$ cat src/rtl/ram_arb_pkg.sv
// Shared encodings for the three-requester round-robin RAM arbiter.
// Holds the FSM states, the "no owner" grant code and the ring step helper.
package ram_arb_pkg;

    localparam int NUM_REQ = 3;
    localparam logic [1:0] GRANT_NONE = 2'd3;

    typedef enum logic [1:0] {
        ST_IDLE    = 2'd0,
        ST_BUSY    = 2'd1,
        ST_RECOVER = 2'd2
    } arb_state_e;

    // Step around the 0->1->2->0 ring; an out-of-range index restarts at 0.
    function automatic logic [1:0] rr_next(input logic [1:0] idx);
        case (idx)
            2'd0:    rr_next = 2'd1;
            2'd1:    rr_next = 2'd2;
            default: rr_next = 2'd0;
        endcase
    endfunction

endpackage

$ cat src/rtl/ram_arb_rr_pick3.sv
// Combinational round-robin picker: first asserted request after 'last'.
// Returns GRANT_NONE when nobody is requesting.
module rr_pick3
    import ram_arb_pkg::*;
(
    input  logic [2:0] req,
    input  logic [1:0] last,
    output logic [1:0] win
);

    logic [1:0] first_s;
    logic [1:0] second_s;
    logic [1:0] third_s;

    // Search order starts one past the previous owner and wraps.
    always_comb begin
        first_s  = rr_next(last);
        second_s = rr_next(first_s);
        third_s  = rr_next(second_s);
        if (req[first_s]) begin
            win = first_s;
        end else if (req[second_s]) begin
            win = second_s;
        end else if (req[third_s]) begin
            win = third_s;
        end else begin
            win = GRANT_NONE;
        end
    end

endmodule

$ cat src/rtl/ram_arb_rr.sv
// Three-port round-robin arbiter in front of a single shared RAM port,
// with a per-transfer wait timeout that errors the owner and parks in RECOVER.
module ram_arb_rr
    import ram_arb_pkg::*;
#(
    parameter int WIDTH   = 10,
    parameter int TIMEOUT = 15
) (
    input  logic             wb_clk,
    input  logic             wb_rst,

    input  logic             p0_cyc,
    input  logic             p0_we,
    input  logic [3:0]       p0_sel,
    input  logic [WIDTH-1:0] p0_adr,
    input  logic [31:0]      p0_dat,
    output logic             p0_ack,
    output logic             p0_err,
    output logic [31:0]      p0_rdt,

    input  logic             p1_cyc,
    input  logic             p1_we,
    input  logic [3:0]       p1_sel,
    input  logic [WIDTH-1:0] p1_adr,
    input  logic [31:0]      p1_dat,
    output logic             p1_ack,
    output logic             p1_err,
    output logic [31:0]      p1_rdt,

    input  logic             p2_cyc,
    input  logic             p2_we,
    input  logic [3:0]       p2_sel,
    input  logic [WIDTH-1:0] p2_adr,
    input  logic [31:0]      p2_dat,
    output logic             p2_ack,
    output logic             p2_err,
    output logic [31:0]      p2_rdt,

    output logic             x_cyc,
    output logic             x_we,
    output logic [3:0]       x_sel,
    output logic [WIDTH-1:0] x_adr,
    output logic [31:0]      x_dat,
    input  logic             x_ack,
    input  logic [31:0]      x_rdt,

    output logic [1:0]       grant
);

    localparam logic [7:0] WAIT_LAST = 8'(TIMEOUT - 1);

    arb_state_e       state_q, state_d;
    logic [1:0]       owner_q, owner_d;
    logic [1:0]       last_q, last_d;
    logic [7:0]       wait_q, wait_d;

    logic [2:0]       cyc_s;
    logic [1:0]       win_s;
    logic             own_cyc_s;
    logic             own_we_s;
    logic [3:0]       own_sel_s;
    logic [WIDTH-1:0] own_adr_s;
    logic [31:0]      own_dat_s;
    logic [2:0]       own_oh_s;
    logic             busy_s;
    logic             timeout_s;
    logic             resp_live_s;
    logic [2:0]       ack_vec_s;
    logic [2:0]       err_vec_s;
    logic [31:0]      rdt_s;

    assign cyc_s = {p2_cyc, p1_cyc, p0_cyc};

    rr_pick3 u_pick (
        .req  (cyc_s),
        .last (last_q),
        .win  (win_s)
    );

    // Select the current owner's request fields.
    always_comb begin
        case (owner_q)
            2'd0: begin
                own_cyc_s = p0_cyc;
                own_we_s  = p0_we;
                own_sel_s = p0_sel;
                own_adr_s = p0_adr;
                own_dat_s = p0_dat;
            end
            2'd1: begin
                own_cyc_s = p1_cyc;
                own_we_s  = p1_we;
                own_sel_s = p1_sel;
                own_adr_s = p1_adr;
                own_dat_s = p1_dat;
            end
            2'd2: begin
                own_cyc_s = p2_cyc;
                own_we_s  = p2_we;
                own_sel_s = p2_sel;
                own_adr_s = p2_adr;
                own_dat_s = p2_dat;
            end
            default: begin
                own_cyc_s = 1'b0;
                own_we_s  = 1'b0;
                own_sel_s = 4'd0;
                own_adr_s = {WIDTH{1'b0}};
                own_dat_s = 32'd0;
            end
        endcase
    end

    assign busy_s    = (state_q == ST_BUSY);
    // An ack in the same cycle as the limit wins over the timeout.
    assign timeout_s = busy_s && !x_ack && (wait_q == WAIT_LAST);

    // State register with synchronous reset.
    always_ff @(posedge wb_clk) begin
        if (wb_rst) begin
            state_q <= ST_IDLE;
            owner_q <= 2'd0;
            last_q  <= 2'd2;
            wait_q  <= 8'd0;
        end else begin
            state_q <= state_d;
            owner_q <= owner_d;
            last_q  <= last_d;
            wait_q  <= wait_d;
        end
    end

    // Next-state logic: grant, hold, release, timeout and recovery.
    always_comb begin
        state_d = state_q;
        owner_d = owner_q;
        last_d  = last_q;
        wait_d  = wait_q;
        case (state_q)
            ST_IDLE: begin
                if (|cyc_s) begin
                    state_d = ST_BUSY;
                    owner_d = win_s;
                    wait_d  = 8'd0;
                end else begin
                    state_d = ST_IDLE;
                end
            end
            ST_BUSY: begin
                if (timeout_s) begin
                    state_d = ST_RECOVER;
                end else if (!own_cyc_s) begin
                    state_d = ST_IDLE;
                    last_d  = owner_q;
                end else if (x_ack) begin
                    wait_d = 8'd0;
                end else begin
                    wait_d = wait_q + 8'd1;
                end
            end
            ST_RECOVER: begin
                if (!own_cyc_s) begin
                    state_d = ST_IDLE;
                    last_d  = owner_q;
                end else begin
                    state_d = ST_RECOVER;
                end
            end
            default: begin
                state_d = ST_IDLE;
            end
        endcase
    end

    // Output logic: shared-port drive, per-port responses and grant code.
    always_comb begin
        if (busy_s) begin
            x_cyc = 1'b1;
            x_we  = own_we_s;
            x_sel = own_sel_s;
            x_adr = own_adr_s;
            x_dat = own_dat_s;
        end else begin
            x_cyc = 1'b0;
            x_we  = 1'b0;
            x_sel = 4'd0;
            x_adr = {WIDTH{1'b0}};
            x_dat = 32'd0;
        end

        // Responses are suppressed while reset is asserted so an aborted
        // transfer never reports completion or error.
        resp_live_s = busy_s && !wb_rst;
        own_oh_s    = 3'b001 << owner_q;
        ack_vec_s   = {3{resp_live_s && x_ack}} & own_oh_s;
        err_vec_s   = {3{timeout_s && !wb_rst}} & own_oh_s;
        if ((|ack_vec_s) && !own_we_s) begin
            rdt_s = x_rdt;
        end else begin
            rdt_s = 32'd0;
        end

        p0_ack = ack_vec_s[0];
        p1_ack = ack_vec_s[1];
        p2_ack = ack_vec_s[2];
        p0_err = err_vec_s[0];
        p1_err = err_vec_s[1];
        p2_err = err_vec_s[2];
        p0_rdt = ack_vec_s[0] ? rdt_s : 32'd0;
        p1_rdt = ack_vec_s[1] ? rdt_s : 32'd0;
        p2_rdt = ack_vec_s[2] ? rdt_s : 32'd0;

        case (state_q)
            ST_BUSY:    grant = owner_q;
            ST_RECOVER: grant = owner_q;
            default:    grant = GRANT_NONE;
        endcase
    end

endmodule

$ cat config.mk
export PLATFORM = sky130hd
export DESIGN_NAME = ram_arb_rr
export DESIGN_NICKNAME = d
export VERILOG_FILES = /design/src/rtl/ram_arb_pkg.sv /design/src/rtl/ram_arb_rr_pick3.sv /design/src/rtl/ram_arb_rr.sv
export SDC_FILE = /design/constraint.sdc
export NUM_CORES = 1
export LEC_CHECK = 0
export ABC_AREA = 1
export CORE_AREA = 2 2 129 131
export CTS_CLUSTER_DIAMETER = 100
export DETAILED_ROUTE_END_ITERATION = 10
export DIE_AREA = 0 0 131 133
export GPL_ROUTABILITY_DRIVEN = 0
export PLACE_DENSITY_LB_ADDON = 0.05
export REMOVE_ABC_BUFFERS = 1
export SYNTH_ARGS = -nofsm -noshare
export SYNTH_HDL_FRONTEND = slang
export SYNTH_SLANG_ARGS = --single-unit
$ cat constraint.sdc
create_clock -name wb_clk -period 1.7 [get_ports wb_clk]
set_input_delay 0.34 -clock wb_clk [delete_from_list [all_inputs] [get_ports wb_clk]]
set_output_delay 0.34 -clock wb_clk [all_outputs]
set_load 0.03 [all_outputs]
# --- Yosys cells after proc, flatten, opt, wreduce, memory -nomap -nowiden ---
# Cells that the tools add are included.
op_classes:
  n_eq_ne: 12
  n_reduce_logical: 22
  mux: 40
  n_lt_le_gt_ge: 3
  n_bitwise: 2
  shift: 1
  addsub: 1
ops:
  columns: ["cell", "count"]
  rows:
  - ["two-way mux 32 bit", 5]
  - ["one-hot mux 32 bit (3 select lines)", 1]
  - ["two-way mux 8 bit", 4]
  - ["one-hot mux 10 bit (3 select lines)", 1]
  - ["two-way mux 2 bit", 9]
  - ["one-hot mux 2 bit (2 select lines)", 4]
  - ["one-hot mux 8 bit (2 select lines)", 1]
  - ["one-hot mux 4 bit (3 select lines)", 1]
  - ["== test 2 x 1 -> 1 bit, second input constant", 5]
  - ["zero test 2 bit", 5]
  - ["two-way mux 10 bit", 1]
  - ["< comparator 2 x 3 -> 1 bit, second input constant", 3]
  - ["adder 8 x 1 -> 8 bit, second input constant", 1]
  - ["== test 8 x 4 -> 1 bit, second input constant", 1]
  - ["AND 3 bit", 2]
  - ["binary-select mux 1 bit (select 2 bit)", 3]
  - ["logical AND 1 bit", 6]
  - ["two-way mux 1 bit", 6]
  - ["inequality test 2 bit, second input constant", 3]
  - ["one-hot mux 1 bit (3 select lines)", 2]
  - ["one-hot mux 2 bit (3 select lines)", 1]
  - ["OR reduction 3 bit", 2]
  - ["== test 2 bit, second input constant", 2]
  - ["two-way mux 4 bit", 1]
  - ["other kinds (7)", 11]
word_totals:
  regBits: 14
  out_inout_bits: 152
  elab_cells: 85

# --- Longest topological paths before layout ---
# Gate-level depths: netlist of run 1.
logic_depth:
  ltp_word: 11
  mapped_depth: 10

# --- By module ---
# A second synthesis of run 1 with hierarchy kept.
unflattened:
  cells_unflattened: 636
  hier_area_um2: 3520.9
modules_own_cells:
  columns: ["mod", "area_each_um2", "instances", "cells_each"]
  rows:
  - ["ram_arb_rr", 3405.8, 1, 607]
  - ["rr_pick3", 115.1, 1, 29]

# --- Worst setup path after synthesis of run 1 ---
# No wires, ideal clock.
synth_path:
  path_type: "register -> output"
  startpoint: "register state_q[1]"
  endpoint: "output port p1_rdt[21]"
  path_buffers: 1
  path_stages_with_launch: 8
  arrival_time_ns: 2.593
  path_slack_ns: -1.233
  required_time_ns: 1.360
  cell_sequence: "dfxtp_1 -> inv_1 -> ha_1 -> nand3_1 -> nor2_1 -> inv_1 -> buf_2 -> nor3_1"
synth_via:
  elab_chain_len: 8
synth_rtl:
  columns: ["element", "line", "text"]
  rows:
  - ["start: declaration", "ram_arb_rr.sv:52", "arb_state_e state_q, state_d;"]
  - ["start signal: assignment", "ram_arb_rr.sv:126", "state_q <= state_d;"]
  - ["== test 2 x 1 -> 1 bit (*)", "ram_arb_rr.sv:114", "assign busy_s = (state_q == ST_BUSY);"]
  - ["logical AND 1 bit (*)", "ram_arb_rr.sv:193", "resp_live_s = busy_s && !wb_rst;"]
  - ["logical AND 1 bit (*)", "ram_arb_rr.sv:195", "ack_vec_s = {3{resp_live_s && x_ack}} & own_oh_s;"]
  - ["AND 3 bit (*)", "ram_arb_rr.sv:195", null]
  - ["via p1_ack", "ram_arb_rr.sv:26", "output logic p1_ack,"]
  - ["OR reduction 3 bit", "ram_arb_rr.sv:197", "if ((|ack_vec_s) && !own_we_s) begin"]
  - ["logical AND 1 bit", "ram_arb_rr.sv:197", null]
  - ["two-way mux 32 bit", "ram_arb_rr.sv:197", null]
  - ["two-way mux 32 bit (*)", "ram_arb_rr.sv:210", "p1_rdt = ack_vec_s[1] ? rdt_s : 32'd0;"]
  - ["end: declaration", "ram_arb_rr.sv:28", "output logic [31:0] p1_rdt,"]
# Mark *: on every way through the listed nets, which the timed path passes. The rest lies on a longest branch.

# --- Worst setup path after layout of run 1 ---
layout_path:
  startpoint: "register owner_q[0]"
  endpoint: "output port p2_rdt[16]"
layout_via:
  elab_chain_len: 6
  elab_cells_between_ends: 11
layout_rtl:
  columns: ["element", "line", "text"]
  rows:
  - ["start: declaration", "ram_arb_rr.sv:53", "logic [1:0] owner_q, owner_d;"]
  - ["start signal: assignment", "ram_arb_rr.sv:127", "owner_q <= owner_d;"]
  - ["== test 2 bit (tied with other cells)", "ram_arb_rr.sv:82", "case (owner_q)"]
  - ["one-hot mux 1 bit (3 select lines) / AND 3 bit (equally long branches)", "ram_arb_rr.sv:82, ram_arb_rr.sv:195", null]
  - ["zero test 1 bit / OR reduction 3 bit (equally long branches)", "ram_arb_rr.sv:197", null]
  - ["logical AND 1 bit", "ram_arb_rr.sv:197", null]
  - ["two-way mux 32 bit", "ram_arb_rr.sv:197", null]
  - ["two-way mux 32 bit (*)", "ram_arb_rr.sv:211", "p2_rdt = ack_vec_s[2] ? rdt_s : 32'd0;"]
  - ["end: declaration", "ram_arb_rr.sv:37", "output logic [31:0] p2_rdt,"]
# Every way passes the cells marked *; elsewhere a longest branch is shown, timed or not.

==> results.sh, run 1 <==
export IMPL_yosysMostFrequentCell="nand2_1"
export IMPL_yosys_top_cells_area="nand2_1 29%, nor3_2 13%, inv_1 12%"
export IMPL_cp_num_cells=11
export IMPL_clkSlewWorstSetupHoldPaths_ps=50
export IMPL_grt_overflow=0
export IMPL_synth_distinct_cells=24
export IMPL_drc=0
export IMPL_status="complete, but fails checks"
export IMPL_dr_total_vias=5593
export IMPL_relSlewSlack_pct=74.6
export IMPL_min_path_cells=2
export IMPL_ys_top_cells_by_count="241 x nand2_1, 101 x inv_1, 64 x nand3_1"
export IMPL_fp_dieArea_um2=17400
export IMPL_synth_area_leader_cell="nand2_1"
export IMPL_rows=47
export IMPL_drtPass1Iterations=4
export IMPL_max_vdd_ir_drop_uv=539
export IMPL_critPathTopFamily="buffers and inverters"
export IMPL_rr_worst_depth=13
export IMPL_placed_area_um2=6730
export IMPL_critPathBufInv=5
export IMPL_grt_pass1_vias=4823
export IMPL_cts_buffers=3
export IMPL_clock_latency_ps=250
export IMPL_synth_area_um2=3160
export IMPL_crit_fanout=7
export IMPL_grtUsageTotal_pct=21.1
export IMPL_syn_to_final_growth_pct=176
export IMPL_critPathKind="flop to output pin"
export IMPL_drv_slew=0
export IMPL_first_iter_violations=315
export IMPL_finalHoldViolations=0
export IMPL_r2r_start="state_q[1]"
export IMPL_hold_class="flop to flop"
export IMPL_rsz0062_at_grt="true"
export IMPL_cp_start_kind="flop"
export IMPL_drive_gt1_share_pct=39.1
export IMPL_failed_checks="setup timing"
export IMPL_tightest_slew_ps=379
export IMPL_finalCritPeriodShare_pct=142
export IMPL_ys_seq_area_share_pct=8.86
export IMPL_core_um2=16200
export IMPL_holdWs_ps=484
export IMPL_dpl_cell_count=1195
export IMPL_io_buffers=330
export IMPL_synthArstFlopShare_pct=0
export IMPL_endpoint_kind="output pin"
export IMPL_postLayoutCellArea_um2=8730
export IMPL_cts_tree="yes"
export IMPL_min_from="wait_q[5]"
export IMPL_power_density_nw_per_um2=737
export IMPL_max_stage_delay_ps=360
export IMPL_syn_inst=633
export IMPL_drt_total_wl_mm=22.7
export IMPL_initial_core_util_pct=19.6
export IMPL_cts_num_sinks=14
export IMPL_leakagePower_uw=0.00430
export IMPL_crit_arrival_ps=2070
export IMPL_cts_buffer_depth=2
export IMPL_vias_per_cell=4.49
export IMPL_final_core_util_pct=54.0
export IMPL_synth_flop_cell="dfxtp_1"
export IMPL_maxCapViolations=0
export IMPL_die_width_um=131
export IMPL_synth_edf_count=0
export IMPL_worstPathRequired_ps=1360
export IMPL_yosysWarnings=0
export IMPL_critPathLaunch="owner_q[0]"
export IMPL_postRouteAntennaNets=0
export IMPL_synth_seq_cells=14
export IMPL_ctsRootBufferMaster="clkbuf_16"
export IMPL_clock_fmax_mhz=416
export IMPL_finalClockSkew_ps=0.694
export IMPL_slowest_stage="dfxtp_4"
export IMPL_post_dp_hpwl_mm=14.6
export IMPL_grt_pass1_wl_mm=28.6
export IMPL_yosysTopAreaCellShare_pct=28.6
export IMPL_setup_viol=158
export IMPL_antenna_found_initial=2
export IMPL_layout_nets=1211
export IMPL_wl_per_cell_um=18.2
export IMPL_avgSynthCellArea_um2=4.99
export IMPL_cts_max_level=1
export IMPL_p_total_uw=6430
export IMPL_fin_cells=1246
export IMPL_path_cells="inv_2 > nand2_2 > inv_2 > nand2_1 > nand2_2 > a21oi_4 > nand2_8 > buf_6 > clkbuf_16 > nor3_2 > buf_4"
export IMPL_ios=331
export IMPL_die_h_um=133
export IMPL_grt_max_degree=50
export IMPL_ctsHoldBuffers=0
export IMPL_post_route_min_period_ps=2410
export IMPL_fin_ws_ps=-706
through the flow:
stage,TNS (ps),setup slack [ps]
3_3_place_gp,-66950,-660
4_1_cts,-58470,-479
3_5_place_dp,-68200,-685
5_1_grt,-76710,-808
6_report,-61700,-706
2_1_floorplan,-392670,-3510
power by group:
group | internal, uW | switching (uW) | leakage, uW
sequential | 383 | 57.1 | 0.000116
combinational | 2690 | 2860 | 0.00414
clock | 308 | 140 | 0.0000370
total | 3380 | 3050 | 0.00430
flip-flops by register name (all words and copies together), names as in the netlist:
signal,count
owner_q,2
state_q,2
last_q,2
wait_q,8
cells in the final DEF (no fill, tap or decap), types with 4 or more instances in the layout:
| cell | n |
|---|---|
| a21oi_1 | 12 |
| buf_12 | 18 |
| buf_16 | 8 |
| buf_4 | 105 |
| buf_6 | 103 |
| buf_8 | 5 |
| clkbuf_16 | 14 |
| clkdlybuf4s50_1 | 176 |
| dfxtp_1 | 10 |
| ha_1 | 4 |
| inv_1 | 88 |
| inv_2 | 18 |
| nand2_1 | 232 |
| nand2_2 | 8 |
| nand3_1 | 60 |
| nand4_1 | 4 |
| nor2_1 | 22 |
| nor2_4 | 6 |
| nor3_2 | 56 |
| nor3_4 | 40 |
| o21ai_0 | 6 |
final cells by class:
cell class,count,area (um2)
clock buffer,3,75.1
timing repair buffer,429,4690
multi-input combinational,469,2970
inverter,109,419
fill,1526,7440
antenna,2,5.00
tap,220,275
sequential,14,290
final timing paths:
kind,endpoint,slack [ps]
setup reg to reg,wait_q[2],-60
hold / removal,wait_q[5],480
setup / recovery,p2_rdt[16],-710
hold reg to reg,wait_q[5],480
layer usage:
metal	vias up	wire length, um	track usage [%]
met5	-	0	0
met3	54	1710	3.15
met2	223	11700	39.4
met1	2553	8380	24.7
li1	2763	-	-
met4	0	879	5.44
cells by family after synthesis:
kind of cell    after synthesis  share of synthesized area (%)
fa+ha+maj                     6                           2.37
compound gates               25                           4.16
buf+inv                     150                           19.2
simple gates                438                           65.5
flops                        14                           8.86
tightest hold or removal path, delay by kind of cell (launching register included):
family,cells,cell delay [ps]
and+or+nand+nor,1,70
DFF,1,320
AOI/OAI and AO/OA,1,50
what timing repair did:
item,CTS,global route
setup endpoints to repair,160,162
setup buffers,15,10
resized for setup,154,129
pin swaps,8,15
cloned,11,14
No activity file was read; power rests on OpenSTA's default activity.
==> run 2: changes to the inputs <==
--- a/config.mk
+++ b/config.mk
@@ -5,7 +5,6 @@
 export SDC_FILE = /design/constraint.sdc
 export NUM_CORES = 1
 export LEC_CHECK = 0
-export ABC_AREA = 1
 export CORE_AREA = 2 2 129 131
 export CTS_CLUSTER_DIAMETER = 100
 export DETAILED_ROUTE_END_ITERATION = 10
@@ -15,4 +14,6 @@
 export REMOVE_ABC_BUFFERS = 1
 export SYNTH_ARGS = -nofsm -noshare
 export SYNTH_HDL_FRONTEND = slang
+export SYNTH_HIERARCHICAL = 1
 export SYNTH_SLANG_ARGS = --single-unit
+export TNS_END_PERCENT = 30
==> results.sh, run 2 <==
export IMPL_fin_ws_ps=-488
export IMPL_placed_area_um2=6470
export IMPL_cts_buffer_depth=2
export IMPL_synth_flop_cell="dfxtp_1"
export IMPL_yosys_top_cells_area="and2_1 22%, mux2i_1 18%, nor2_1 14%"
export IMPL_cts_tree="yes"
export IMPL_yosysWarnings=6
export IMPL_syn_inst=436
export IMPL_finalClockSkew_ps=4.03
export IMPL_ctsHoldBuffers=0
export IMPL_dpl_cell_count=1014
export IMPL_dr_total_vias=4534
export IMPL_vias_per_cell=4.41
export IMPL_finalHoldViolations=0
export IMPL_ff2ff_setup_slack_ps=-200
export IMPL_ctsRootBufferMaster="clkbuf_16"
export IMPL_finalCritPeriodShare_pct=129
export IMPL_ys_seq_area_share_pct=10.1
export IMPL_grt_pass1_wl_mm=23.2
export IMPL_holdWs_ps=551
export IMPL_synth_edf_count=0
export IMPL_diodes=0
export IMPL_max_vdd_ir_drop_uv=318
export IMPL_synthArstFlopShare_pct=0
export IMPL_die_width_um=131
export IMPL_yosysMostFrequentCell="nor2_1"
export IMPL_drive_gt1_share_pct=39.6
export IMPL_critPathKind="flop to output pin"
export IMPL_rows=47
export IMPL_grt_pass1_vias=4465
export IMPL_drc=0
export IMPL_endpoint_kind="output pin"
export IMPL_first_iter_violations=80
export IMPL_status="complete, but fails checks"
export IMPL_cp_common_cell="or3_4"
export IMPL_io_buffers=330
export IMPL_initial_core_util_pct=17.2
export IMPL_avgSynthCellArea_um2=6.37
export IMPL_setup_viol=159
export IMPL_tightest_slew_ps=399
export IMPL_relSlewSlack_pct=73.4
export IMPL_drv_slew=0
export IMPL_synth_area_um2=2780
export IMPL_failed_checks="setup timing"
export IMPL_p_total_uw=2820
export IMPL_maxCapViolations=0
export IMPL_postLayoutCellArea_um2=7470
export IMPL_post_dp_hpwl_mm=12.6
export IMPL_grt_overflow=0
export IMPL_postRouteAntennaNets=0
export IMPL_layout_nets=994
export IMPL_leakagePower_uw=0.00320
export IMPL_drt_total_wl_mm=16.4
export IMPL_synth_seq_cells=14
export IMPL_wl_per_cell_um=15.9
export IMPL_synth_area_leader_cell="and2_1"
export IMPL_core_um2=16200
export IMPL_largest_reg_flops=8
export IMPL_layout_commonest_cell="clkdlybuf4s50_1"
export IMPL_path_cells="or3_4 > or3_4 > nor4_4 > buf_6"
export IMPL_clkSlewWorstSetupHoldPaths_ps=50
export IMPL_crit_arrival_ps=1850
export IMPL_cts_max_level=1
export IMPL_hold_class="flop to flop"
export IMPL_cts_buffers=3
export IMPL_cts_num_sinks=14
export IMPL_syn_to_final_growth_pct=169
export IMPL_die_h_um=133
export IMPL_grtUsageTotal_pct=16.7
export IMPL_cp_start_kind="flop"
export IMPL_ios=331
export IMPL_crit_fanout=4
export IMPL_worstPathRequired_ps=1360
export IMPL_ys_top_cells_by_count="106 x nor2_1, 96 x and2_1, 51 x mux2i_1"
export IMPL_final_core_util_pct=46.2
export IMPL_final_cell_mix="174 x clkdlybuf4s50_1, 112 x buf_6, 101 x nor2_1"
export IMPL_rsz0062_at_grt="true"
export IMPL_antenna_found_initial=0
export IMPL_power_density_nw_per_um2=377
export IMPL_max_stage_delay_ps=440
export IMPL_fin_cells=1028
export IMPL_clock_latency_ps=250
export IMPL_largest_register="wait_q"
export IMPL_drtPass1Iterations=4
export IMPL_yosysTopAreaCellShare_pct=21.6
export IMPL_clock_fmax_mhz=457
export IMPL_grt_max_degree=47
export IMPL_post_route_min_period_ps=2190
export IMPL_synth_distinct_cells=48
export IMPL_slowest_stage="or3_4"
export IMPL_fp_dieArea_um2=17400
## run 2: stage by stage
step	TNS [ps]	setup slack (ps)
after floorplan	-335250	-2480
after global placement	-55220	-559
after detailed placement	-56390	-565
after CTS	-47060	-434
after global routing	-57090	-533
final	-43100	-488
## run 2: kinds of logic (layout without fill, tap and decap cells)
group	after synthesis	in the layout	share of synthesized area [%]
multiplexers	52	52	18.8
adder cells (fa/ha/maj)	6	6	2.70
AND/OR/NAND/NOR	243	243	45.0
AO/OA/AOI/OAI	79	79	17.2
buffers and inverters	42	414	6.21
flip-flops	14	14	10.1
## run 2: final cells by class
| type | count | area, um2 |
|---|---|---|
| well taps | 220 | 275 |
| fillers | 1532 | 8710 |
| multi-input cells | 380 | 2700 |
| repair buffers | 402 | 4070 |
| clock buffers | 4 | 88.8 |
| flip-flops and latches | 14 | 292 |
| inverters | 8 | 32.5 |
## run 2: per-layer routing
layer  part of all wire [%]  routed length (um)  global-route usage [%]  up-vias
met5                      0                   0                       0        -
li1                       -                   -                       -     2229
met3                    8.4                1380                    3.96       10
met4                    1.5                 244                    3.25        0
met2                     56                9210                    34.3      209
met1                     34                5530                    16.5     2086
## run 2: final timing paths
| path | from | end | cells after the start |
|---|---|---|---|
| hold reg to reg | last_q[1] | last_q[1] | 2 |
| hold / removal | last_q[1] | last_q[1] | 2 |
| setup / recovery | wait_q[4] | p0_err | 4 |
| setup reg to reg | state_q[1] | wait_q[4] | 8 |
## run 2: timing repair
action	CTS	global route
pin swaps	16	9
buffers inserted	4	3
gates cloned	2	1
endpoints found under the setup margin	163	164
resized for setup	167	55
## run 2: worst max-delay path, delay by kind of cell, from the launching register on
family / cells / cell delay [ps]
buffers and inverters: 1 / 170
AND/OR/NAND/NOR: 3 / 1120
flip-flops: 1 / 310
## run 2: report_power, final
group          internal [uW]  switching (uW)
clock                    358             153
combinational            998             943
sequential               342            21.1
total                   1700            1120
